### src/rtl/if_fetch_stage.sv
// Instruction-fetch stage: PC ownership, next-PC select, ready-handshaked imem port, IF/ID register.
// Optional performance counters are enabled with `define IF_FETCH_PERF_EN.
module if_fetch_stage #(
  parameter logic [31:0] RESET_PC = 32'h0000_0000,
  parameter logic [31:0] NOP_INST = 32'h0000_0000
) (
  input  logic        clk,
  input  logic        rst,
  input  logic        stall,
  input  logic        flush,
  input  logic [1:0]  pcsrc,
  input  logic [31:0] branch_target,
  input  logic [31:0] jump_target,
  input  logic [31:0] jr_target,
  output logic        imem_req,
  output logic [31:0] imem_addr,
  input  logic [31:0] imem_rdata,
  input  logic        imem_ready,
  output logic [31:0] pc,
  output logic [31:0] ifid_inst,
  output logic [31:0] ifid_pc4,
`ifdef IF_FETCH_PERF_EN
  output logic [31:0] fetch_count,
  output logic [31:0] bubble_count,
`endif
  output logic        ifid_valid
);

  typedef enum logic [1:0] {
    S_FETCH    = 2'd0,
    S_HOLD     = 2'd1,
    S_REDIRECT = 2'd2
  } state_t;

  state_t      r_state;
  state_t      w_state_next;
  logic [31:0] r_pc;
  logic [31:0] r_hold_inst;
  logic [31:0] r_redir_pc;
  logic [31:0] r_ifid_inst;
  logic [31:0] r_ifid_pc4;
  logic        r_ifid_valid;

  logic [31:0] w_target;
  logic        w_redirect;
  logic [31:0] w_pc4;
  logic [31:0] w_pc_next;
  logic [31:0] w_hold_next;
  logic [31:0] w_redir_next;
  logic        w_bubble_req;
  logic        w_ld;
  logic [31:0] w_ld_inst;
  logic [31:0] w_ld_pc4;
  logic        w_ld_valid;

  always_comb begin
    unique case (pcsrc)
      2'b01:   w_target = branch_target;
      2'b10:   w_target = jump_target;
      2'b11:   w_target = jr_target;
      default: w_target = r_pc + 32'd4;
    endcase
  end

  assign w_redirect = (pcsrc != 2'b00);
  assign w_pc4      = r_pc + 32'd4;

  always_comb begin
    w_state_next = r_state;
    w_pc_next    = r_pc;
    w_hold_next  = r_hold_inst;
    w_redir_next = r_redir_pc;
    w_bubble_req = 1'b0;
    w_ld         = 1'b0;
    w_ld_inst    = NOP_INST;
    w_ld_pc4     = '0;
    w_ld_valid   = 1'b0;

    unique case (r_state)
      S_FETCH: begin
        if (imem_ready) begin
          if (w_redirect) begin
            w_pc_next    = w_target;
            w_bubble_req = 1'b1;
          end else if (!stall) begin
            w_ld       = 1'b1;
            w_ld_inst  = imem_rdata;
            w_ld_pc4   = w_pc4;
            w_ld_valid = 1'b1;
            w_pc_next  = w_pc4;
          end else begin
            w_hold_next  = imem_rdata;
            w_state_next = S_HOLD;
          end
        end else begin
          if (w_redirect) begin
            w_redir_next = w_target;
            w_state_next = S_REDIRECT;
          end
          w_bubble_req = 1'b1;
        end
      end
      S_HOLD: begin
        if (w_redirect) begin
          w_pc_next    = w_target;
          w_state_next = S_FETCH;
          w_bubble_req = 1'b1;
        end else if (!stall) begin
          w_ld         = 1'b1;
          w_ld_inst    = r_hold_inst;
          w_ld_pc4     = w_pc4;
          w_ld_valid   = 1'b1;
          w_pc_next    = w_pc4;
          w_state_next = S_FETCH;
        end
      end
      S_REDIRECT: begin
        // A redirect arriving on the completing cycle still wins over the stored target.
        if (w_redirect) begin
          w_redir_next = w_target;
        end
        if (imem_ready) begin
          w_pc_next    = w_redir_next;
          w_state_next = S_FETCH;
        end
        w_bubble_req = 1'b1;
      end
      default: begin
        w_state_next = S_FETCH;
      end
    endcase

    if (w_bubble_req && !stall) begin
      w_ld       = 1'b1;
      w_ld_inst  = NOP_INST;
      w_ld_pc4   = '0;
      w_ld_valid = 1'b0;
    end

    // Flush squashes IF/ID only; pc, state and the hold buffer follow the cases above.
    if (flush) begin
      w_ld       = 1'b1;
      w_ld_inst  = NOP_INST;
      w_ld_pc4   = '0;
      w_ld_valid = 1'b0;
    end
  end

  always_ff @(posedge clk) begin
    if (rst) begin
      r_state      <= S_FETCH;
      r_pc         <= RESET_PC;
      r_hold_inst  <= '0;
      r_redir_pc   <= '0;
      r_ifid_inst  <= NOP_INST;
      r_ifid_pc4   <= '0;
      r_ifid_valid <= 1'b0;
    end else begin
      r_state     <= w_state_next;
      r_pc        <= w_pc_next;
      r_hold_inst <= w_hold_next;
      r_redir_pc  <= w_redir_next;
      if (w_ld) begin
        r_ifid_inst  <= w_ld_inst;
        r_ifid_pc4   <= w_ld_pc4;
        r_ifid_valid <= w_ld_valid;
      end
    end
  end

`ifdef IF_FETCH_PERF_EN
  logic [31:0] r_fetch_count;
  logic [31:0] r_bubble_count;

  always_ff @(posedge clk) begin
    if (rst) begin
      r_fetch_count  <= '0;
      r_bubble_count <= '0;
    end else begin
      if (w_ld && w_ld_valid) begin
        r_fetch_count <= r_fetch_count + 32'd1;
      end
      if (w_ld && !w_ld_valid && !stall) begin
        r_bubble_count <= r_bubble_count + 32'd1;
      end
    end
  end

  assign fetch_count  = r_fetch_count;
  assign bubble_count = r_bubble_count;
`endif

  assign imem_req   = (r_state != S_HOLD);
  assign imem_addr  = r_pc;
  assign pc         = r_pc;
  assign ifid_inst  = r_ifid_inst;
  assign ifid_pc4   = r_ifid_pc4;
  assign ifid_valid = r_ifid_valid;

endmodule

### config.mk
export PLATFORM = sky130hd
export DESIGN_NAME = if_fetch_stage
export DESIGN_NICKNAME = d
export VERILOG_FILES = /design/src/rtl/if_fetch_stage.sv
export SDC_FILE = /design/constraint.sdc
export NUM_CORES = 1
export LEC_CHECK = 0
export CORE_MARGIN = 4
export CORE_UTILIZATION = 42
export CTS_CLUSTER_SIZE = 28
export DETAILED_ROUTE_END_ITERATION = 16
export GPL_ROUTABILITY_DRIVEN = 0
export PLACE_DENSITY = 0.77
export SLEW_MARGIN = 25
export SYNTH_ARGS = -nofsm -noshare
export SYNTH_HDL_FRONTEND = slang
export SYNTH_SLANG_ARGS = --single-unit
### constraint.sdc
create_clock -name clk -period 2.1 [get_ports clk]
set_input_delay 0.21 -clock clk [delete_from_list [all_inputs] [get_ports clk]]
set_output_delay 0.21 -clock clk [all_outputs]
set_load 0.05 [all_outputs]
==> results of run 1 <==
[metrics by stage]
step | util [%] | TNS (ns) | instances | worst slack, ns | instance area (um^2)
2_1_floorplan | - | -0.135 | 994 | -0.135 | 8240
3_3_place_gp | 59.6 | 0 | 1468 | 0.0334 | 11300
3_5_place_dp | 59.6 | -0.602 | 1468 | -0.0386 | 11300
4_1_cts | 62.8 | 0 | 1500 | 0.00285 | 11900
5_1_grt | 63.0 | -0.0294 | 1501 | -0.0215 | 11900
6_report | 63.0 | 0 | 1501 | 0.0909 | 11900
[timing repair]
action	4_1_cts	5_1_grt
gates resized for setup	1	2
pin swaps	0	1
setup endpoints to repair	1	5
[power by group through the flow]
stage | logic, mW | clock network, mW | registers [mW]
2_1_floorplan | 0.854 | 0 | 3.55
4_1_cts | 1.72 | 3.23 | 3.33
6_report | 1.73 | 3.18 | 3.34
3_3_place_gp | 1.69 | 0 | 3.40
3_5_place_dp | 1.71 | 0 | 3.40
5_1_grt | 1.83 | 3.37 | 3.35
[layout make-up]
cell class,instances,area (um^2)
fillers,1622,7020
multi-input cells,702,4370
repair buffers,339,3320
flip-flops and latches,163,3290
clock buffers,17,425
well taps,260,325
clock inverters,15,184
inverters,5,18.8
[metal layers]
metal | part of all wire, % | vias up | wire (um)
met5 | 0 | - | 0
met4 | 2.5 | 0 | 697
met3 | 9.5 | 45 | 2640
met2 | 49 | 381 | 13500
met1 | 39 | 4017 | 10800
li1 | - | 4037 | -
[Yosys cell counts, drive strengths merged, types with 3 or more instances]
library cell  count
a221oi           15
mux2             29
nand2b            5
clkbuf           73
o21ai            35
a22oi            53
or3               4
a22o             40
a31oi             6
and3              8
o211ai            8
dfxtp           163
nor3             34
nor4             11
mux2i            12
nor2b             6
xnor2            13
nand3            21
nand4            11
nor2            111
inv               5
nand2           123
xor2             15
o31ai             5
buf              51
a311oi            5
a221o             3
and2              8
a222oi           11
a211oi           12
nor3b             3
a21oi            70
[sequential cells by signal, summed over array words and instances (netlist names)]
| register | count |
|---|---|
| r_redir_pc | 32 |
| ifid_inst | 32 |
| ifid_pc4 | 32 |
| r_hold_inst | 32 |
| r_state | 2 |
| ifid_valid | 1 |
| imem_addr | 32 |
[final timing paths]
check / start / endpoint / cells after the start
setup / recovery: imem_addr[27] / imem_addr[27] / 1
hold / removal: rst / r_redir_pc[27] / 2
setup reg to reg: r_state[0] / imem_addr[17] / 7
hold reg to reg: ifid_pc4[16] / ifid_pc4[16] / 2
[cells by family after synthesis]
family / after synthesis / share of synthesized area [%]
AOI/OAI and AO/OA: 278 / 23.8
xor gates and xnor gates: 28 / 2.99
adders and majority gates: 1 / 0.152
buffers and inverters: 129 / 7.66
DFF: 163 / 39.7
muxes: 41 / 5.44
and+or+nand+nor: 354 / 20.3
[layout by cell type, fill, tap and decap left out, types with 28 or more instances in the layout]
cell and count:
sky130_fd_sc_hd__clkdlybuf4s50_1 258, sky130_fd_sc_hd__dfxtp_1 145, sky130_fd_sc_hd__nand2_1 123, sky130_fd_sc_hd__nor2_1 110, sky130_fd_sc_hd__a21oi_1 70, sky130_fd_sc_hd__buf_4 67
sky130_fd_sc_hd__a22oi_1 53, sky130_fd_sc_hd__a22o_1 40, sky130_fd_sc_hd__o21ai_0 35, sky130_fd_sc_hd__mux2_2 29, sky130_fd_sc_hd__nor3_1 28
==> results.txt, run 1 <==
- The repair_antennas step left the layout with diodes totalling 0.
- Average instance area after synthesis: 8.26 um^2
* Horizontal die dimension: 148 um
* Root buf cell: sky130_fd_sc_hd__clkbuf_16
- Starting density of the core: 43.3%
- Number of flip-flops and latches in the synthesized netlist: 163
- After synthesis, the largest area contributor takes up 39.7% of total cell area.
- The clock passes through at most 2 buffers.
* Dominant synthesized flop cell: sky130_fd_sc_hd__dfxtp_1
- Synthesized net count: 1130
- CTS tree: built
* Area added between synthesis and finish: 45.3%
* First-pass GRT wire length: 42400 um
* Sequential-to-total area share from yosys stat: 39.7%
- Run status: finished, final reports clean
* Min cycle time layout: 2.01 ns
- The routed layout has 8480 vias.
- met2 is the most crowded layer.
- Maximum clock rate: 498 MHz
- On the worst path, the slowest cell contributes a delay of 0.87 ns.
- Summed over all layers, the global routing overflow is 0.
- Counting flops with an async set or reset pin after synthesis yields a share of 0%.
- In this run the core area contains 50 standard-cell rows.
* Data arrival time of the critical path: 1.80 ns
- Setup-violating endpoint count in the final report: 0
- The synthesized netlist contains 58 unique library cells.
- The core region is 0.0190 mm^2.
- Number of buffers and inverters on the critical path: 1
- Dividing the detail-routed wire length by the instance count gives 18.4 um.
- P_int: 5.68 mW
* Part of the power in registers: 40.4%
- Maximum number of pins on one net before global-route repair: 46
- Unrepaired setup endpoints after global routing: yes
* CP cell instances: clkdlybuf4s50_1
* Drt pass-1 iters: 6
- For this design, the sink count on the clock tree is 163.
- Max-slew headroom at the worst pin: 61.3%
* DR iter-0 viols: 676
* Floorplan die area: 0.0219 mm^2
* Post-detailed-route DRC marker count: 0
- In this run the worst path has a maximum fanout of 7.
* Critical-path top delay cell: sky130_fd_sc_hd__clkdlybuf4s50_1
* Largest cells by area after synthesis: sky130_fd_sc_hd__dfxtp_1 (40%), sky130_fd_sc_hd__nand2_1 (5.6%), sky130_fd_sc_hd__nor2_1 (5.1%), sky130_fd_sc_hd__a22oi_1 (4.8%), sky130_fd_sc_hd__a21oi_1 (4.3%)
- Initial antenna violation count: 0
* Setup CP Type: flip-flop to output pin
- Largest delay share family, worst path: buffers and inverters
- Buffers added to address setup during post-CTS repair amount to 0.
- The clock reaches the later pin of the worst-skew pair after 0.43 ns.
- Met1 capacity usage during global routing: 30.0%
- Worst vdd rail ir drop: 0.602 mV
- Cell area after technology mapping: 0.00821 mm^2
- Leading area contributor after synthesis: sky130_fd_sc_hd__dfxtp_1
- Switching power: 2.57 mW
- Post-synth EDFFs: 0
* Post-route ant nets: 0
* Met3 Resource Use GR: 6.62%
- The die is 148 um tall.
- On the final layout, the worst clock skew is 0.0145 ns.
* Share of final-layout standard cells stronger than drive strength 1: 14.3%
- Hold Fails Final Rpt: 0
- Data on the critical path is required at its endpoint by 1.89 ns.
- Clock H-tree levels: 4
- Period utilization: 95.7%
- 265 I/O pins were placed.
* Number of clock buffers inserted by TritonCTS: 17
- Relative contribution of the clock network to total power: 38.6%
- The number of hold buffers added after CTS was 0.
- Total routed wirelength: 27700 um
* Post-DP HPWL: 20200 um
* Vias per Instance: 5.65
* Post-route worst hold slack: 0.243 ns
- Net switching is 31.1% of the power.
- The count of buffers added on input and output ports is 264.
- For the pin with the worst max-slew slack, the measured transition is 0.578 ns.
- Dividing total power by cell area gives a power density of 692 mW/mm^2.
* Clock input transition at the sequential cells of the worst setup and hold paths: 0.07 ns
- Leakage dissipation: 4.35 nW
* Startpoint type of the worst setup path: flip-flop
* Crit. End Element: output pin
* Combinational Power Share: 21.0%
* Max-cap violation count: 0
* Total global routing track utilization: 24.2%
* Met2 layer usage reported by global route: 40.5%
* Count of nets after finishing: 1364
- Pins over their slew limit: 0
* Vias in the first global route: 8009
- Across all register-to-register paths, the minimum setup slack is 0.13 ns.
* Power, Total: 8.25 mW
* Number of standard cells after synthesis: 994
- Class of the tightest hold or removal check: input port to flip-flop
- Yosys printed 0 warnings.
(Power assumes the default switching activity.)
==> run 2, diff against run 1 <==
--- a/config.mk
+++ b/config.mk
@@ -11,7 +11,6 @@
 export DETAILED_ROUTE_END_ITERATION = 16
 export GPL_ROUTABILITY_DRIVEN = 0
 export PLACE_DENSITY = 0.77
-export SLEW_MARGIN = 25
 export SYNTH_ARGS = -nofsm -noshare
 export SYNTH_HDL_FRONTEND = slang
 export SYNTH_SLANG_ARGS = --single-unit
==> run 2 against run 1 <==
Against the previous run: combinational power hardly changed; critical endpoint unchanged; largest power group unchanged; critical path type unchanged; clock-buffer cell count unchanged; maximum frequency decreased by 0.29%; core utilization about the same; largest cell class unchanged.
==> results.txt, run 2 (same netlist as run 1, synthesis figures left out) <==
- Period utilization: 95.9%
- At the worst endpoint, the required time is 1.89 ns.
* Power, Total: 8.26 mW
* Count of nets after finishing: 1364
* Post-detailed-route DRC marker count: 0
- The number of antenna diodes in the final layout is 0.
* Number of hold buffers added after cts: 0
* Worst setup slack after layout: 0.0852 ns
- I/O pin cnt: 265
* Routed via count: 8504
- The pre-antenna-repair detailed-routing pass consisted of 8 iterations.
- Data arrival time of the critical path: 1.80 ns
- Including well taps, the total number of placed cells is 1468.
* Unrepaired setup endpoints after global routing: yes
- DR iter-0 viols: 826
- CP cell instances: clkdlybuf4s50_1
* Class of the tightest hold or removal check: input port to flip-flop
* IO Port Bufs: 264
* Post-route ant nets: 0
- Largest fanout on the critical path: 7
* CTS sink count: 163
- Based on the critical path, the design can be clocked at up to 496 MHz.
* Largest delay share family, worst path: buffers and inverters
- First-pass GRT wire length: 42400 um
- Post-DP HPWL: 20200 um
* Vias in the first global route: 8009
- Clock network latency to the later pin of the worst-skew pair: 0.44 ns
- Max-slew headroom at the worst pin: 55.0%
- Measured along the y axis, the die boundary spans 148 um.
- Entering global routing, the biggest net connects 46 pins.
- The number of buffers and inverters on the critical path is 1.
- CTS placed an instance of sky130_fd_sc_hd__clkbuf_16 at the clock tree root.
- Post-CTS setup-driven buffer insertion count: 0
- Area added between synthesis and finish: 45.2%
- Starting density of the core: 43.3%
- OpenSTA, run right after detailed placement, puts the worst setup slack at -0.0386 ns.
- Worst Skew: 0.0157 ns
- At the pin with the least slew margin, the transition time is 0.674 ns.
* Power density over the cells: 693 mW/mm^2
* Number of clock buffers inserted by TritonCTS: 17
- FILL cells: 1624
* Max-cap violation count: 0
* Peak per-stage delay on the critical path: 0.87 ns
- The library cell used most frequently in the layout, excluding fill and tap cells, is sky130_fd_sc_hd__clkdlybuf4s50_1.
* Worst vdd rail ir drop: 0.605 mV
* Share of final-layout standard cells stronger than drive strength 1: 14.3%
- The worst setup path is of the flip-flop to output pin kind.
- For this design, the slowest cell found on the critical path is sky130_fd_sc_hd__clkdlybuf4s50_1.
- Setup-violating endpoint count in the final report: 0
- Cell Count, Final, Fillers Out: 1501
- The worst setup path is launched from a flip-flop.
- Min cycle time layout: 2.01 ns
- TritonCTS built the clock tree.
- Using the TritonRoute via totals, the vias-per-cell ratio works out to 5.67.
- Crit. End Element: output pin
- Congestion Overflow GR: 0
- Wires add up to 27800 um.
* Final routed wire length divided by cell count: 18.6 um
- Initial antenna violation count: 0
- Horizontal die dimension: 148 um
* Clock input transition at the sequential cells of the worst setup and hold paths: 0.07 ns
- Commonest cells after routing, fill and taps aside: sky130_fd_sc_hd__clkdlybuf4s50_1 (258), sky130_fd_sc_hd__dfxtp_1 (145), sky130_fd_sc_hd__nand2_1 (123), sky130_fd_sc_hd__nor2_1 (110), sky130_fd_sc_hd__a21oi_1 (70)
* Core Rows: 50
- Floorplan die area: 0.0219 mm^2
- No sink is reached through more buffers than the 2 on the longest clock path.
- Clock H-tree levels: 4
- Run status: finished, final reports clean
* Pins over their slew limit: 0
- Leakage dissipation: 4.34 nW
- The floorplan step defined a core boundary enclosing 0.0190 mm^2.
- Total global routing track utilization: 24.2%
- Hold Fails Final Rpt: 0
run 2: cell types whose count changed in the layout (fill, tap and decap cells not counted):
cell	change
sky130_fd_sc_hd__buf_12	-1
sky130_fd_sc_hd__nor2_4	+1
run 2: where the power goes:
part           switching [mW]  internal [mW]  leakage, nW
sequential              0.123           3.21         1.33
combinational           0.985          0.752         2.72
clock                    1.48           1.72        0.295
run 2: through the flow:
stage / hold slack (ns) / utilization (%) / TNS (ns) / cell area (um^2)
after floorplan: 0.289 / - / -0.135 / 8240
after detailed placement: 0.441 / 59.6 / -0.602 / 11300
after global placement: 0.433 / 59.6 / 0 / 11300
final: 0.240 / 62.9 / 0 / 11900
after CTS: 0.217 / 62.8 / 0 / 11900
after global routing: 0.243 / 62.9 / -0.0294 / 11900
run 2: cell type report:
type	instances	area [um^2]	area share, %
inverter	5	18.8	0.157
clock inverter	15	184	1.54
multi-input combinational	703	4390	36.8
tap	260	325	2.73
clock buffer	17	425	3.57
timing repair buffer	338	3300	27.6
sequential	163	3290	27.6
run 2: timing repair:
| action | CTS | global route |
|---|---|---|
| pin swaps | 0 | 2 |
| endpoints found under the setup margin | 1 | 50 |
| cloned | 0 | 1 |
| gates resized for setup | 1 | 3 |
run 2: worst paths after layout:
kind | from | endpoint | slack [ns] | depth (start not counted)
setup / recovery | imem_addr[27] | imem_addr[27] | 0.09 | 1
hold / removal | rst | r_redir_pc[27] | 0.24 | 2
setup reg to reg | r_state[1] | imem_addr[25] | 0.13 | 6
hold reg to reg | ifid_pc4[16] | ifid_pc4[16] | 0.45 | 2
run 2: per-layer routing:
layer / global-route usage [%] / vias up / wire, um
li1: - / 4042 / -
met1: 30.0 / 4024 / 10900
met2: 40.5 / 396 / 13600
met3: 6.62 / 42 / 2710
met4: 8.68 / 0 / 688
met5: 0 / - / 0
==> run 3, diff against run 2 <==
--- a/config.mk
+++ b/config.mk
@@ -5,12 +5,12 @@
 export SDC_FILE = /design/constraint.sdc
 export NUM_CORES = 1
 export LEC_CHECK = 0
-export CORE_MARGIN = 4
+export CORE_MARGIN = 1.5
 export CORE_UTILIZATION = 42
 export CTS_CLUSTER_SIZE = 28
 export DETAILED_ROUTE_END_ITERATION = 16
 export GPL_ROUTABILITY_DRIVEN = 0
-export PLACE_DENSITY = 0.77
+export PLACE_DENSITY = 0.8
 export SYNTH_ARGS = -nofsm -noshare
 export SYNTH_HDL_FRONTEND = slang
 export SYNTH_SLANG_ARGS = --single-unit
==> run 3 against run 2 <==
Against the previous run: sequential cell count did not move; clock power fell by 5%; worst setup slack got worse by 0.011 ns; first-iteration DRC count rose by 1.1%; global-route usage rose by 2.0 points; maximum frequency fell by 0.57%; routed wire length fell by 2.7%.
==> results.txt, run 3 (same netlist as run 1, synthesis figures left out) <==
* Worst reg2reg setup slack: 0.16 ns
- Max-cap violation count: 0
- Area of placed instances: 0.0113 mm^2
* Endpoint of the worst hold path: imem_addr[12]
* Min cycle time layout: 2.03 ns
- The worst path meets setup with 0.0737 ns of slack.
* Peak per-stage delay on the critical path: 0.88 ns
- In the routed layout, each cell is associated on average with a via count of 5.68.
- Vias in the first global route: 7810
- CTS tree: built
* Routed via count: 8507
- Core Region: 0.0190 mm^2
* Most common cell after layout, fill and taps aside: sky130_fd_sc_hd__clkdlybuf4s50_1
* Slew at the pin closest to its max-slew limit: 0.678 ns
- The count of buffers added on input and output ports is 264.
* Post-DP HPWL: 19200 um
- Share of final-layout standard cells stronger than drive strength 1: 14.1%
- In this run the vertical extent of the chip is 143 um.
- Summed area of non-filler cells in the final layout: 0.0119 mm^2
- For this run, the detailed router's first-pass iteration total came to 6.
* Largest delay share family, worst path: buffers and inverters
* Power, Total: 8.11 mW
- The detailed router finished its first iteration with 835 violations.
* Congestion Overflow GR: 0
* Worst Skew: 0.0120 ns
* Commonest cells after routing, fill and taps aside: sky130_fd_sc_hd__clkdlybuf4s50_1 (260), sky130_fd_sc_hd__dfxtp_1 (144), sky130_fd_sc_hd__nand2_1 (123), sky130_fd_sc_hd__nor2_1 (110), sky130_fd_sc_hd__a21oi_1 (70)
* Setup TNS: 0 ns
* Crit. End Element: output pin
- On the critical path, the stage with the largest delay is an instance of sky130_fd_sc_hd__clkdlybuf4s50_1.
- The number of antenna diodes in the final layout is 0.
* Worst slack at placement: -0.0750 ns
* Largest fanout on the critical path: 8
* Number of clock buffers inserted by TritonCTS: 17
* Floorplan die area: 0.0204 mm^2
* Unrepaired setup endpoints after global routing: no
- Initial antenna violation count: 0
- IR analysis of the VDD net gives a maximum drop of 0.608 mV.
- The first global-routing pass estimated 41700 um of wire.
- At the worst endpoint, the required time is 1.89 ns.
* Core Rows: 50
* Leakage dissipation: 4.33 nW
* Terminus of the critical flop-to-flop path: imem_addr[14]
* Final routed wire length divided by cell count: 18.1 um
- In this run the count of I/O pins placed on the die edge is 265.
- CP cell instances: clkdlybuf4s50_1
- Setup-violating endpoint count in the final report: 0
- Dividing total power by cell area gives a power density of 680 mW/mm^2.
* Setup CP Type: flip-flop to output pin
- CTS sink count: 163
- Global routing consumed, over all layers together, 26.1% of the routing resources.
* Class of the tightest hold or removal check: input port to flip-flop
- Period utilization: 96.5%
- Maximum number of pins on one net before global-route repair: 90
- Run status: finished, final reports clean
- Count of nets after finishing: 1361
- Number of stages on the worst hold path: 2
* Post-route ant nets: 0
- After clock tree synthesis, the clock-pin slew on the worst setup and hold paths is 0.07 ns.
- Timing would allow up to 493 MHz.
* Total routed wirelength: 27100 um
* R2R Path Start: r_state[0]
- The H-tree was split into 4 levels.
* Starting density of the core: 43.3%
* Reg2reg path depth: 6
- The startpoint identified for the worst hold timing path is rst.
- The clock reaches the later pin of the worst-skew pair after 0.43 ns.
* Hold Fails Final Rpt: 0
- The worst setup path is launched from a flip-flop.
- The die is 143 um wide.
- The area growth from synthesis to layout is 45.3%.
- Together, buffers and inverters on the worst path number 1.
- For this run, design rule violations remaining after detail routing come to 0.
* Maximum buffer depth of the clock tree: 2
- Root buf cell: sky130_fd_sc_hd__clkbuf_16
* Pins over their slew limit: 0
- Data arrives at the worst endpoint at 1.82 ns.
* Max-slew headroom at the worst pin: 54.8%
- Number of hold buffers added after cts: 0
[run 3: through the flow]
step                      cells  util [%]  hold WS (ns)
final                      1498      63.0         0.287
after detailed placement   1464      59.7         0.441
after floorplan             994         -         0.289
after global routing       1498      63.0         0.275
after CTS                  1496      62.8         0.249
after global placement     1464      59.7         0.434
[run 3: area by class of cell]
cell class                      instances  area [um^2]
Fill cell                            1594         7020
Multi-Input combinational cell        703         4400
Timing Repair Buffer                  335         3320
Sequential cell                       163         3290
Clock buffer                           17          425
Tap cell                              260          325
Clock inverter                         15          153
Inverter                                5         18.8
[run 3: power breakdown]
group          switching [mW]  internal, mW
Combinational            1.00         0.753
Sequential              0.106          3.21
Clock                    1.45          1.59
Total                    2.56          5.55
[run 3: repair_timing]
action / CTS / global route
setup buffers: 0 / 1
endpoints found under the setup margin: 0 / 65
resized for setup: 0 / 4
hold endpoints to repair: 0 / 0
[run 3: metal layers]
metal	up-vias	routed length, um	global-route usage, %
li1	4033	-	-
met1	3993	11000	33.2
met2	423	13000	43.5
met3	58	2290	5.84
met4	0	805	9.50
met5	-	0	0
[run 3: worst max-delay path by stage]
stage | slack, ns | cells past startpoint | startpoint | endpoint
after floorplan | -0.14 | 6 | imem_addr[22] | imem_addr[28]
after global placement | -0.07 | 7 | pcsrc[0] | imem_addr[14]
after detailed placement | -0.07 | 5 | stall | ifid_inst[13]
after CTS | 0.008 | 6 | r_state[0] | imem_addr[14]
after global routing | 0.04 | 1 | imem_addr[27] | imem_addr[27]
final | 0.07 | 1 | imem_addr[28] | pc[28]
